File: src/rtl/addsub_pkg.sv
// Shared types and saturation helpers for the pipelined adder/subtractor.
// Saturation helpers are only referenced when ADDSUB_SAT_EN is defined.
package addsub_pkg;

    typedef enum logic {
        OP_ADD = 1'b0,
        OP_SUB = 1'b1
    } addsub_op_e;

    localparam int SAT_MAX_W = 64;

    function automatic logic [SAT_MAX_W-1:0] sat_max(input int w);
        logic [SAT_MAX_W-1:0] r;
        r = '0;
        for (int i = 0; i < w - 1; i++) begin
            r[i] = 1'b1;
        end
        return r;
    endfunction

    function automatic logic [SAT_MAX_W-1:0] sat_min(input int w);
        logic [SAT_MAX_W-1:0] r;
        r = '0;
        r[w-1] = 1'b1;
        return r;
    endfunction

endpackage

File: src/rtl/addsub_slice.sv
// Combinational ripple segment: sum = a + (b ^ sub) + cin, built from XOR3 sum cells.
// msb_carry_in is the carry entering the top bit, used for signed overflow.
module addsub_slice #(
    parameter int SEG_W = 8
) (
    input  logic [SEG_W-1:0] a,
    input  logic [SEG_W-1:0] b,
    input  logic             sub,
    input  logic             cin,
    output logic [SEG_W-1:0] sum,
    output logic             cout,
    output logic             msb_carry_in
);

    always_comb begin : ripple
        logic c;
        logic bx;
        c            = cin;
        bx           = 1'b0;
        sum          = '0;
        msb_carry_in = 1'b0;
        for (int i = 0; i < SEG_W; i++) begin
            bx = b[i] ^ sub;
            if (i == SEG_W - 1) begin
                msb_carry_in = c;
            end
            sum[i] = a[i] ^ bx ^ c;
            c      = (a[i] & bx) | (a[i] & c) | (bx & c);
        end
        cout = c;
    end

endmodule

File: src/rtl/addsub_pipe.sv
// Pipelined two's-complement adder/subtractor, carry chain split into STAGES registered segments.
// Define ADDSUB_SAT_EN to clamp Y to the signed limits on overflow (Ovf/Cout stay unsaturated).
module addsub_pipe
    import addsub_pkg::*;
#(
    parameter int WIDTH  = 16,
    parameter int STAGES = 2
) (
    input  logic             Clk,
    input  logic             Rst,
    input  logic             In_valid,
    output logic             In_ready,
    input  logic [WIDTH-1:0] A,
    input  logic [WIDTH-1:0] B,
    input  logic             Sub,
    output logic             Out_valid,
    input  logic             Out_ready,
    output logic [WIDTH-1:0] Y,
    output logic             Cout,
    output logic             Ovf
);

    localparam int SEG = WIDTH / STAGES;

    logic [SEG-1:0] sl_a   [STAGES];
    logic [SEG-1:0] sl_b   [STAGES];
    logic [SEG-1:0] sl_sum [STAGES];
    logic           sl_sub [STAGES];
    logic           sl_cin [STAGES];
    logic           sl_cout[STAGES];
    logic           sl_msbc[STAGES];

    logic             adv;
    addsub_op_e       op_in;
    logic             last_vld;
    logic [WIDTH-1:0] y_raw;
    logic [WIDTH-1:0] y_d;
    logic             ovf_d;

    logic             out_vld_q;
    logic [WIDTH-1:0] y_q;
    logic             cout_q;
    logic             ovf_q;

    // The whole pipeline moves together; a held result blocks every stage.
    assign adv      = Out_ready || !out_vld_q;
    assign In_ready = adv;

    assign op_in     = addsub_op_e'(Sub);
    assign sl_a[0]   = A[SEG-1:0];
    assign sl_b[0]   = B[SEG-1:0];
    assign sl_sub[0] = (op_in == OP_SUB);
    assign sl_cin[0] = (op_in == OP_SUB);

    genvar s;
    for (s = 0; s < STAGES; s++) begin : g_slice
        addsub_slice #(.SEG_W(SEG)) u_slice (
            .a            (sl_a[s]),
            .b            (sl_b[s]),
            .sub          (sl_sub[s]),
            .cin          (sl_cin[s]),
            .sum          (sl_sum[s]),
            .cout         (sl_cout[s]),
            .msb_carry_in (sl_msbc[s])
        );
    end

    // Stage k holds the low (k+1) result segments plus the operand bits still to be summed.
    genvar k;
    for (k = 0; k < STAGES - 1; k++) begin : g_mid
        localparam int REST = WIDTH - (k + 1) * SEG;
        localparam int LOW  = (k + 1) * SEG;

        logic            vld_q;
        logic            sub_q;
        logic            cy_q;
        logic [REST-1:0] a_rest_q;
        logic [REST-1:0] b_rest_q;
        logic [LOW-1:0]  psum_q;

        logic            vld_d;
        logic            sub_d;
        logic [REST-1:0] a_rest_d;
        logic [REST-1:0] b_rest_d;
        logic [LOW-1:0]  psum_d;

        if (k == 0) begin : g_src_port
            assign vld_d    = In_valid;
            assign sub_d    = (op_in == OP_SUB);
            assign a_rest_d = A[WIDTH-1:SEG];
            assign b_rest_d = B[WIDTH-1:SEG];
            assign psum_d   = sl_sum[0];
        end else begin : g_src_mid
            assign vld_d    = g_mid[k-1].vld_q;
            assign sub_d    = g_mid[k-1].sub_q;
            assign a_rest_d = g_mid[k-1].a_rest_q[REST+SEG-1:SEG];
            assign b_rest_d = g_mid[k-1].b_rest_q[REST+SEG-1:SEG];
            assign psum_d   = {sl_sum[k], g_mid[k-1].psum_q};
        end

        always_ff @(posedge Clk or posedge Rst) begin
            if (Rst) begin
                vld_q <= 1'b0;
            end else if (adv) begin
                vld_q <= vld_d;
            end
        end

        always_ff @(posedge Clk) begin
            if (adv) begin
                sub_q    <= sub_d;
                cy_q     <= sl_cout[k];
                a_rest_q <= a_rest_d;
                b_rest_q <= b_rest_d;
                psum_q   <= psum_d;
            end
        end

        assign sl_a[k+1]   = a_rest_q[SEG-1:0];
        assign sl_b[k+1]   = b_rest_q[SEG-1:0];
        assign sl_sub[k+1] = sub_q;
        assign sl_cin[k+1] = cy_q;
    end

    if (STAGES == 1) begin : g_single
        assign y_raw    = sl_sum[0];
        assign last_vld = In_valid;
    end else begin : g_multi
        assign y_raw    = {sl_sum[STAGES-1], g_mid[STAGES-2].psum_q};
        assign last_vld = g_mid[STAGES-2].vld_q;
    end

    // Carry into the MSB differing from carry out of it is exactly signed overflow.
    assign ovf_d = sl_msbc[STAGES-1] ^ sl_cout[STAGES-1];

`ifdef ADDSUB_SAT_EN
    localparam logic [WIDTH-1:0] SAT_MAX = WIDTH'(sat_max(WIDTH));
    localparam logic [WIDTH-1:0] SAT_MIN = WIDTH'(sat_min(WIDTH));

    // Overflow direction follows the sign of A: negative A can only overflow downwards.
    always_comb begin
        y_d = y_raw;
        if (ovf_d) begin
            y_d = sl_a[STAGES-1][SEG-1] ? SAT_MIN : SAT_MAX;
        end
    end
`else
    assign y_d = y_raw;
`endif

    always_ff @(posedge Clk or posedge Rst) begin
        if (Rst) begin
            out_vld_q <= 1'b0;
            y_q       <= '0;
            cout_q    <= 1'b0;
            ovf_q     <= 1'b0;
        end else if (adv) begin
            out_vld_q <= last_vld;
            if (last_vld) begin
                y_q    <= y_d;
                cout_q <= sl_cout[STAGES-1];
                ovf_q  <= ovf_d;
            end
        end
    end

    assign Out_valid = out_vld_q;
    assign Y         = y_q;
    assign Cout      = cout_q;
    assign Ovf       = ovf_q;

endmodule

File: config.mk
export PLATFORM = sky130hd
export DESIGN_NAME = addsub_pipe
export DESIGN_NICKNAME = d
export VERILOG_FILES = /design/src/rtl/addsub_pkg.sv /design/src/rtl/addsub_slice.sv /design/src/rtl/addsub_pipe.sv
export SDC_FILE = /design/constraint.sdc
export NUM_CORES = 1
export LEC_CHECK = 0
export ABC_AREA = 1
export CORE_MARGIN = 5
export CORE_UTILIZATION = 40
export CTS_CLUSTER_SIZE = 20
export DETAILED_ROUTE_END_ITERATION = 6
export PLACE_DENSITY = 0.7
export SYNTH_ARGS = -nofsm -noshare
export SYNTH_HDL_FRONTEND = slang
export SYNTH_SLANG_ARGS = --single-unit
File: constraint.sdc
create_clock -name Clk -period 3.7 [get_ports Clk]
set_clock_uncertainty 0.05 [all_clocks]
set_input_delay 0.74 -clock Clk [delete_from_list [all_inputs] [get_ports Clk]]
set_output_delay 0.74 -clock Clk [all_outputs]
set_load 0.01 [all_outputs]
==> run metrics <==
wire per inst=12.2 µm; 1st-pass router iterations=4; post-synthesis adder-cell area fraction=13.8%; critical path arrival=3570 ps; Row Count=26; largest net degree at the start of global routing=31; Core ar.=5200 µm²; area of the multi-input gates=805 µm²; setup bufs post-CTS=0; worst path required time=3690 ps; layout cells sized above 1=16.8%; Buf/Inv on CP=3; initial antenna violation count=0; RSZ-0062 raised after global routing=yes; Routed WL=3840 µm; Hold Fails Final Rpt=0; vias after detailed routing=1320; diode count=0; Cell Area, Synth=2180 µm²; reg2reg path depth=13; status=completed; Crit Reg-Reg Endpoint=Y[15]; Slew headroom=48.9%; total chip power=0.00159 W; compound-cell area share of the yosys netlist=2.13%; main combinational cell family by area after synthesis=adder cells; Pwr Density=537 nW/µm²; Synth Net Count=231; number of clock sinks=46; Die H=83.8 µm; initial drt markers=53; worst-margin pin slew=766 ps; PortBufs=56; slowest CP cell=fa_1; vias in the first global route=1415; reg2reg start=g_mid[0].sub_q; CTS buffer count=5; hold path startpoint=g_mid[0].psum_q[4]; Starting Density=41.9%; fin. max-slew vios=0; global-route wire length before repair=6600 µm; placed cell count=306; clock-pin slew on the worst setup and hold paths=80 ps; H-tree levels=2; sequential fraction of the synthesis area=58.8%; Most common cell on crit path=fa_2; top area cells in the synthesized netlist=edfxtp_1 (36%), dfrtp_1 (23%), fa_1 (14%); CP delay by family, top=adder cells; nets=295; Reg area=1280 µm²; startpoint types=input pin; worst vdd ir=0.254 mV; WS Path Type=in -> reg; drc violations=0; Synth top area share=35.8%; setup slack, reg-to-reg=160 ps; Bufs on Longest Clock Path=2; Area Overhead vs Synth=35.9%; CP Max Fanout=1; post-synth cell types=18; XOR/XNOR share of the synthesized area=6.43%; clk_lat worst skew=290 ps; Yosys top cell by area=edfxtp_1; num ports=57; CTS tree=yes; DRT antenna net count=0; min-delay worst type=reg -> reg; critical path endpoint category=flip-flop; Max stage delay on crit path=400 ps; Achievable Freq=279 MHz; GP Congestion=0.783; worst hold slack=396 ps; multiplexer share of the synthesized area=0%; final period utilization=96.9%; syn avg cell area=12.2 µm²; post-synthesis simple-gate area fraction=11.7%; maxcap violations=0; root buf cell=clkbuf_8; hold path depth=2; die area=7020 µm²; Synth Register Bits=46; crit path time final=3590 ps; die width=83.8 µm; HPWL Detailed=3020 µm; Finish-stage setup viols=0; leakage power=1.30 nW; Syn. warnings=0; hold endpoint=Y[4]; fillers=465; vias per cell=4.20; CP cell instances=dlygate4sd2_1, xor2_2, fa_2, inv_1, fa_2, fa_2, fa_2, fa_2, fa_1, inv_1, fa_1; post-synthesis cell count=179; GR Overflow Total=0; gr usage total=12.0%; Non-Filler Instances=314
-- worst register-to-register path, delay by kind of cell (launching register included) --
kind                       cells  cell delay (ps)
adders and majority gates      7             2360
DFF                            1              440
buffers and inverters          3              300
xor gates and xnor gates       1              170
and+or+nand+nor                2              110
-- logic make-up after synthesis --
kind of cell	after synthesis
flip-flops	46
AND/OR/NAND/NOR	63
buffers and inverters	32
XOR/XNOR	16
adder cells (fa/ha/maj)	15
AO/OA/AOI/OAI	7
-- synth_stat cells --
library cell  number
dfrtp_1           20
nand2_4            2
buf_8              1
buf_4              1
o21ai_0            2
fa_1              15
xnor2_1           11
nand2_1           60
buf_2              1
clkbuf_8           1
xor2_1             5
o21ai_2            3
nand2_2            1
o21ai_1            2
buf_6              1
inv_4              1
inv_1             26
edfxtp_1          26
-- cell usage in the layout, fill, tap and decap left out --
cell	n
nand2_1	59
clkdlybuf4s50_1	51
edfxtp_1	26
inv_1	24
dfrtp_1	20
xnor2_1	11
fa_2	11
clkbuf_8	6
buf_4	6
fa_1	4
xor2_2	3
o21ai_2	3
clkbuf_2	3
nand2_4	2
nand2_2	2
inv_2	2
xor2_1	2
o21ai_1	2
inv_4	1
o21ai_0	1
o21ai_4	1
clkbuf_1	1
clkinv_2	1
dlygate4sd2_1	1
dlymetal6s2s_1	1
-- where the power goes --
| part | internal (W) | switching, W | total [W] |
|---|---|---|---|
| clock | 0.000151 | 0.000159 | 0.000310 |
| combinational | 0.000295 | 0.000244 | 0.000539 |
| sequential | 0.000682 | 0.0000601 | 0.000742 |
-- how the worst max path moves through the flow --
stage                         startpoint                 end  slack, ps  cells after the start
after CTS                           B[0]  g_mid[0].psum_q[7]         -9                     13
final                               B[1]  g_mid[0].psum_q[7]        110                     11
after floorplan                      Sub  g_mid[0].psum_q[7]        -70                     11
after global placement               Sub  g_mid[0].psum_q[7]       -630                     12
after global routing      g_mid[0].sub_q               Y[15]        -60                     13
after detailed placement             Sub  g_mid[0].psum_q[7]       -670                     12
-- flip-flops by register name (all words and copies together) (netlist names) --
| signal | cells |
|---|---|
| Y | 16 |
| g_mid.cy_q | 1 |
| g_mid.psum_q | 8 |
| g_mid.vld_q | 1 |
| g_mid.b_rest_q | 8 |
| Out_valid | 1 |
| Ovf | 1 |
| g_mid.sub_q | 1 |
| g_mid.a_rest_q | 8 |
| Cout | 1 |
-- stage by stage --
stage | worst slack (ps) | setup TNS [ps] | instance area, µm² | util (%)
final | 113 | 0 | 2960 | 56.9
after global routing | -56.0 | -56.0 | 2960 | 56.9
after CTS | -9.23 | -9.23 | 2950 | 56.6
after detailed placement | -668 | -1440 | 2850 | 54.7
after global placement | -628 | -1240 | 2850 | 54.7
after floorplan | -69.0 | -69.0 | 2210 | -
-- per-layer routing --
layer / track usage [%] / wire length (µm) / part of all wire, % / vias up
met3: 2.96 / 199 / 5.2 / 2
met1: 13.9 / 1560 / 41 / 616
met4: 4.82 / 26 / 0.68 / 0
met2: 21.0 / 2050 / 53 / 35
met5: 0 / 0 / 0 / -
li1: - / - / - / 667
-- area by class of cell --
type | instances | share of cell area (%)
Inverter | 27 | 3.51
Multi-Input combinational cell | 101 | 27.2
Clock inverter | 1 | 0.169
Sequential cell | 46 | 43.3
Clock buffer | 7 | 2.92
Tap cell | 70 | 2.96
Timing Repair Buffer | 62 | 20.0
-- repair_timing --
item	in CTS	in global routing
endpoints found under the setup margin	3	3
pin swaps	6	4
hold buffers	0	0
resized for setup	12	10
cloned	0	0
Note: power is estimated with default switching activity, not from simulation.
